<file path="src/rtl/call_push_sequencer_pkg.sv">
// Shared encodings for the CALL/RST/INT push sequencer: states, kinds, select indices, vector helpers.
package call_push_sequencer_pkg;

  typedef enum logic [2:0] {
    ST_IDLE     = 3'd0,
    ST_FETCH_LO = 3'd1,
    ST_FETCH_HI = 3'd2,
    ST_SP_DEC   = 3'd3,
    ST_WAIT_INT = 3'd4,
    ST_PUSH_HI  = 3'd5,
    ST_PUSH_LO  = 3'd6
  } state_t;

  typedef enum logic [1:0] {
    KIND_CALL    = 2'd0,
    KIND_CALL_CC = 2'd1,
    KIND_RST     = 2'd2,
    KIND_INT     = 2'd3
  } kind_t;

  localparam int R16_WZ  = 0;
  localparam int R16_VEC = 1;
  localparam int R16_SP  = 4;
  localparam int R16_PC  = 5;

  localparam int REG8_W   = 4;
  localparam int REG8_Z   = 5;
  localparam int REG8_PCH = 6;
  localparam int REG8_PCL = 7;

  localparam logic [7:0] INT_VEC_BASE = 8'h40;

  function automatic logic [5:0] r16_sel(input int idx);
    logic [5:0] sel;
    sel = '0;
    sel[idx] = 1'b1;
    return sel;
  endfunction

  function automatic logic [7:0] reg8_sel(input int idx);
    logic [7:0] sel;
    sel = '0;
    sel[idx] = 1'b1;
    return sel;
  endfunction

  function automatic logic [7:0] int_vector(input logic [2:0] idx);
    return INT_VEC_BASE + {2'b00, idx, 3'b000};
  endfunction

endpackage

</file>
<file path="src/rtl/call_push_sequencer_int_priority_encoder.sv">
// Picks the lowest-numbered pending interrupt line; bit 0 has the highest priority.
module call_push_sequencer_int_priority_encoder #(
  parameter int NUM_INT = 5
) (
  input  logic [NUM_INT-1:0] lines,
  output logic               valid,
  output logic [NUM_INT-1:0] ack,
  output logic [2:0]         idx
);

  always_comb begin
    valid = 1'b0;
    ack   = '0;
    idx   = '0;
    // Scan downwards so the lowest set bit is the one left standing.
    for (int i = NUM_INT - 1; i >= 0; i--) begin
      if (lines[i]) begin
        valid  = 1'b1;
        ack    = '0;
        ack[i] = 1'b1;
        idx    = 3'(i);
      end
    end
  end

endmodule

</file>
<file path="src/rtl/call_push_sequencer.sv">
// M-cycle sequencer pushing PC for CALL, CALL cc, RST and interrupt dispatch, then reloading PC.
module call_push_sequencer
  import call_push_sequencer_pkg::*;
#(
  parameter int NUM_INT = 5
) (
  input  logic               i_Clk,
  input  logic               i_Reset,
  input  logic [3:0]         i_Cycle_Step,
  input  logic               i_Start,
  input  logic [1:0]         i_Kind,
  input  logic [3:0]         i_Y,
  input  logic [3:0]         i_Conditions,
  input  logic [2:0]         i_Rst_Vec,
  input  logic [NUM_INT-1:0] i_Int_Lines,
  output logic               o_Busy,
  output logic               o_IR_Fetch,
  output logic [7:0]         o_Read8,
  output logic [7:0]         o_Write8,
  output logic [5:0]         o_Read16,
  output logic [5:0]         o_Write16,
  output logic               o_Bus_In,
  output logic               o_Bus_Out,
  output logic               o_Address_Out,
  output logic [1:0]         o_Increment16,
  output logic [1:0]         o_Decrement16,
  output logic [7:0]         o_Vector,
  output logic               o_DI,
  output logic [NUM_INT-1:0] o_Int_Ack
);

  state_t     state;
  kind_t      kind_q;
  logic [3:0] y_q;
  logic [7:0] vec_q;

  logic               int_valid;
  logic [NUM_INT-1:0] int_ack;
  logic [2:0]         int_idx;

  call_push_sequencer_int_priority_encoder #(.NUM_INT(NUM_INT)) u_prio (
    .lines (i_Int_Lines),
    .valid (int_valid),
    .ack   (int_ack),
    .idx   (int_idx)
  );

  logic step_early, step_t3, step_t4, cond_ok, is_call;
  assign step_early = |i_Cycle_Step[2:0];
  assign step_t3    = i_Cycle_Step[2];
  assign step_t4    = i_Cycle_Step[3];
  assign cond_ok    = |(y_q & i_Conditions);
  assign is_call    = (kind_q == KIND_CALL) || (kind_q == KIND_CALL_CC);

  always_ff @(posedge i_Clk) begin
    if (i_Reset) begin
      state  <= ST_IDLE;
      kind_q <= KIND_CALL;
      y_q    <= '0;
      vec_q  <= '0;
    end else if (step_t4) begin
      case (state)
        ST_IDLE: if (i_Start) begin
          kind_q <= kind_t'(i_Kind);
          y_q    <= i_Y;
          vec_q  <= (kind_t'(i_Kind) == KIND_RST) ? {2'b00, i_Rst_Vec, 3'b000} : 8'h00;
          case (kind_t'(i_Kind))
            KIND_CALL, KIND_CALL_CC: state <= ST_FETCH_LO;
            KIND_RST:                state <= ST_SP_DEC;
            default:                 state <= ST_WAIT_INT;
          endcase
        end
        ST_FETCH_LO: state <= ST_FETCH_HI;
        ST_FETCH_HI: state <= (kind_q == KIND_CALL_CC && !cond_ok) ? ST_IDLE : ST_SP_DEC;
        ST_SP_DEC:   state <= ST_PUSH_HI;
        ST_WAIT_INT: state <= ST_SP_DEC;
        ST_PUSH_HI: begin
          // Interrupt vector is resolved as late as possible, from the lines live at this edge.
          if (kind_q == KIND_INT) vec_q <= int_valid ? int_vector(int_idx) : 8'h00;
          state <= ST_PUSH_LO;
        end
        ST_PUSH_LO:  state <= ST_IDLE;
        default:     state <= ST_IDLE;
      endcase
    end
  end

  always_comb begin
    o_Busy        = (state != ST_IDLE);
    o_IR_Fetch    = 1'b0;
    o_Read8       = '0;
    o_Write8      = '0;
    o_Read16      = '0;
    o_Write16     = '0;
    o_Bus_In      = 1'b0;
    o_Bus_Out     = 1'b0;
    o_Address_Out = 1'b0;
    o_Increment16 = '0;
    o_Decrement16 = '0;
    o_Vector      = '0;
    o_DI          = 1'b0;
    o_Int_Ack     = '0;
    case (state)
      ST_FETCH_LO, ST_FETCH_HI: begin
        o_Read16      = r16_sel(R16_PC);
        o_Address_Out = 1'b1;
        if (step_t3) begin
          o_Bus_In = 1'b1;
          o_Write8 = (state == ST_FETCH_LO) ? reg8_sel(REG8_Z) : reg8_sel(REG8_W);
        end
        if (step_t4) begin
          o_Increment16 = 2'b01;
          if (state == ST_FETCH_HI && kind_q == KIND_CALL_CC && !cond_ok) o_IR_Fetch = 1'b1;
        end
      end
      ST_SP_DEC: if (step_t4) o_Decrement16 = 2'b01;
      ST_WAIT_INT: o_DI = 1'b1;
      ST_PUSH_HI: begin
        if (step_early) begin
          o_Read16      = r16_sel(R16_SP);
          o_Address_Out = 1'b1;
          o_Read8       = reg8_sel(REG8_PCH);
          o_Bus_Out     = 1'b1;
        end
        if (step_t4) begin
          o_Decrement16 = 2'b01;
          if (kind_q == KIND_INT) o_Int_Ack = int_ack;
        end
      end
      ST_PUSH_LO: begin
        if (!is_call) o_Vector = vec_q;
        if (step_early) begin
          o_Read16      = r16_sel(R16_SP);
          o_Address_Out = 1'b1;
          o_Read8       = reg8_sel(REG8_PCL);
          o_Bus_Out     = 1'b1;
        end
        if (step_t4) begin
          o_Read16   = is_call ? r16_sel(R16_WZ) : r16_sel(R16_VEC);
          o_Write16  = r16_sel(R16_PC);
          o_IR_Fetch = 1'b1;
        end
      end
      default: ;
    endcase
  end

endmodule

</file>
<file path="config.mk">
export PLATFORM = sky130hd
export DESIGN_NAME = call_push_sequencer
export DESIGN_NICKNAME = d
export VERILOG_FILES = /design/src/rtl/call_push_sequencer_pkg.sv /design/src/rtl/call_push_sequencer_int_priority_encoder.sv /design/src/rtl/call_push_sequencer.sv
export SDC_FILE = /design/constraint.sdc
export NUM_CORES = 1
export LEC_CHECK = 0
export CAP_MARGIN = 20
export CORE_MARGIN = 2
export CORE_UTILIZATION = 32
export DETAILED_ROUTE_END_ITERATION = 8
export PLACE_DENSITY = 0.75
export SLEW_MARGIN = 10
export SYNTH_ARGS = -nofsm -noshare
export SYNTH_HDL_FRONTEND = slang
export SYNTH_SLANG_ARGS = --single-unit
</file>
<file path="constraint.sdc">
create_clock -name i_Clk -period 1.4 [get_ports i_Clk]
set_clock_uncertainty 0.05 [all_clocks]
set_input_delay 0.14 -clock i_Clk [delete_from_list [all_inputs] [get_ports i_Clk]]
set_output_delay 0.14 -clock i_Clk [all_outputs]
set_load 0.01 [all_outputs]
</file>
==> results.md <==
* Status: finished with violations
* Failing checks: setup timing
* Core area at 3360 um^2
* Reg clk slew, reported paths at 0.08 ns
* Warnings, synthesis at 0
* Pre-CTS WS at -0.740 ns
* Mapped Area at 1130 um^2
* Fin worst setup slack at -0.382 ns
* Met2 wire length at 2.16 mm
* Synthesized flop and latch total at 13
* Unrepaired setup endpoints after global routing: yes
* Root Driver: clkbuf_4
* Netlist cell types at 40
* Gate Count Post-Synth at 157
* CTS Buf Count at 3
* Antenna Nets Post-Route at 0
* Top FF cell, synth: dfxtp_1
* CP max stage cell: a222oi_1
* CP Max Fanout at 2
* Final Slew Violations at 0
* Final nets at 288
* Chip height at 63.4 um
* Clk Latency, worst-skew pair at 0.28 ns
* WL final at 4.17 mm
* Site Rows at 21
* Clk buf depth at 2
* Maximum VDD drop at 420 uV
* Violation count after the first detailed-routing iteration at 26
* GRT Overall Usage at 19.9%
* Seq/Total Area, Yosys at 23.1%
* # diodes at 0
* Synth area leaders: dfxtp_1 (23%), buf_4 (18%), nor2_1 (6.0%), a21oi_1 (4.9%), nand2_1 (4.7%)
* Vias in the first global route at 1442
* Area leader, netlist: dfxtp_1
* Pwr/cell area at 558 nW/um^2
* Hold slack final at 0.349 ns
* Via density at 4.79
* Synth Area per Inst at 7.19 um^2
* CP required at 1.21 ns
* Initial antenna violation count at 0
* Worst hold path type: input pin to flop
* Worst Setup End Kind: primary output
* Min Tclk post-route at 1.78 ns
* Length of routed wiring on met1 at 1.65 mm
* Share of cells above drive strength 1 at 55.0%
* Final setup viols at 38
* Initial Util at 33.6%
* Post-synth top area share at 23.1%
* Number of flops mapped to enable cells by yosys at 0
* Top Ports at 76
* H-tree levels at 1
* Gpl congestion at 0.818
* Drt wl/cell at 13.5 um
* Top sig layer: met4
* Synthesis-to-layout area growth at 104%
* Worst-path cell chain: a222oi_1 -> and4b_1 -> nor2_1 -> nor3_1 -> buf_2
* LEAKAGE at 1.03 nW
* TritonCTS clock tree: built
* Met3 Routed Length at 277 um
* # clock sinks at 13
* Final core occ at 68.5%
* DR vias at 1474
* First-pass GRT wire length at 6.53 mm
* Ys async rst share at 0%
* Crit path DAT at 1.59 ns
* TritonRoute pass-1 iters at 4
* Worst path max stage delay at 0.37 ns
* Worst setup path category: flop to primary output
* GRT overflow at 0
* Final Cycle Share at 127%
* Maximum number of pins on one net before global-route repair at 13
* Die ar. at 4020 um^2
* Most frequent cell after synthesis: buf_4
* Fin. Hold Viols at 0
* DRC at 0
* CP Launch Type: flop
* Max Cap Viol at 0
* Final HPWL DP at 2.62 mm
* PortBufs at 50
* Die width at 63.4 um
* Max Freq at 561 MHz
* Synth top cells by count: buf_4 (27), nor2_1 (18), nand2_1 (14)
[per-layer routing]
| layer | up-vias | GRT usage [%] |
|---|---|---|
| met1 | 688 | 22.8 |
| li1 | 710 | - |
| met4 | 0 | 4.89 |
| met3 | 9 | 4.29 |
| met2 | 67 | 37.0 |
| met5 | - | 0 |
[layout make-up]
class | instances | area [um^2]
Sequential cell | 13 | 273
Tap cell | 46 | 57.6
Clock buffer | 4 | 26.3
Timing Repair Buffer | 108 | 937
Inverter | 6 | 22.5
Fill cell | 290 | 1060
Multi-Input combinational cell | 131 | 987
[state kept, by name (all words and copies together), names as in the netlist]
| name | count |
|---|---|
| vec_q | 4 |
| kind_q | 2 |
| state | 3 |
| y_q | 4 |
[critical path, delay by kind of cell (launching register included)]
kind | cells | cell delay [ns]
buffers and inverters | 1 | 0.16
flip-flops | 1 | 0.33
AND/OR/NAND/NOR | 3 | 0.45
AO/OA/AOI/OAI | 1 | 0.37
[worst paths after layout]
kind	from	endpoint	slack (ns)	depth (start not counted)
setup / recovery	y_q[0]	o_IR_Fetch	-0.38	5
hold / removal	i_Y[1]	y_q[1]	0.35	3
setup reg to reg	state[0]	y_q[0]	-0.26	7
hold reg to reg	vec_q[6]	vec_q[6]	0.42	2
[timing repair]
action                     in CTS  in global routing
setup buffers                  12                 12
gates resized for setup       156                 37
pin swaps                      28                 20
setup endpoints to repair      39                 39
hold buffers                    0                  0
hold endpoints to repair        0                  0
[power by group]
part / internal [mW] / switching [mW]
Sequential: 0.391 / 0.0207
Combinational: 0.342 / 0.290
Clock: 0.111 / 0.132
[through the flow]
stage               setup TNS, ns  instances  instance area [um^2]  power (mW)
floorplan                 -0.0616        181                  1260       0.679
global placement           -12.57        281                  1850       0.855
detailed placement         -12.78        281                  1850       0.859
CTS                         -5.55        297                  2070        1.19
global route                -8.71        308                  2300        1.34
finish                      -6.61        308                  2300        1.29
[logic make-up (layout without fill, tap and decap cells)]
logic type,after synthesis,count (layout),synth area share [%]
other,1,25,0.332
and+or+nand+nor,72,72,34.5
buffers and inverters,37,118,22.1
AOI/OAI and AO/OA,33,33,19.3
DFF,13,13,23.1
xor gates and xnor gates,1,1,0.776
[cell usage in the layout, fill, tap and decap left out, types with 2 or more instances in the layout]
| master | count |
|---|---|
| and2_1 | 4 |
| buf_6 | 24 |
| nor2_4 | 5 |
| inv_2 | 2 |
| a21oi_1 | 6 |
| a31oi_1 | 2 |
| nor3_2 | 2 |
| nor4_2 | 2 |
| buf_2 | 17 |
| dfxtp_1 | 9 |
| nand2_2 | 4 |
| and3_4 | 2 |
| nor2_1 | 9 |
| and2_4 | 3 |
| or3_4 | 2 |
| a21oi_2 | 4 |
| nor2_2 | 5 |
| clkbuf_4 | 3 |
| dfxtp_4 | 3 |
| nor2b_1 | 2 |
| nand2_1 | 10 |
| o21a_1 | 2 |
| nor3_1 | 5 |
| buf_4 | 40 |
| nand2b_4 | 2 |
| o21ai_2 | 2 |
| conb_1 | 25 |
| o21ai_1 | 5 |
| nor3b_2 | 2 |
| clkdlybuf4s50_1 | 24 |
| inv_1 | 4 |
| nor4_4 | 2 |
| buf_8 | 2 |
(Power assumes the default switching activity.)
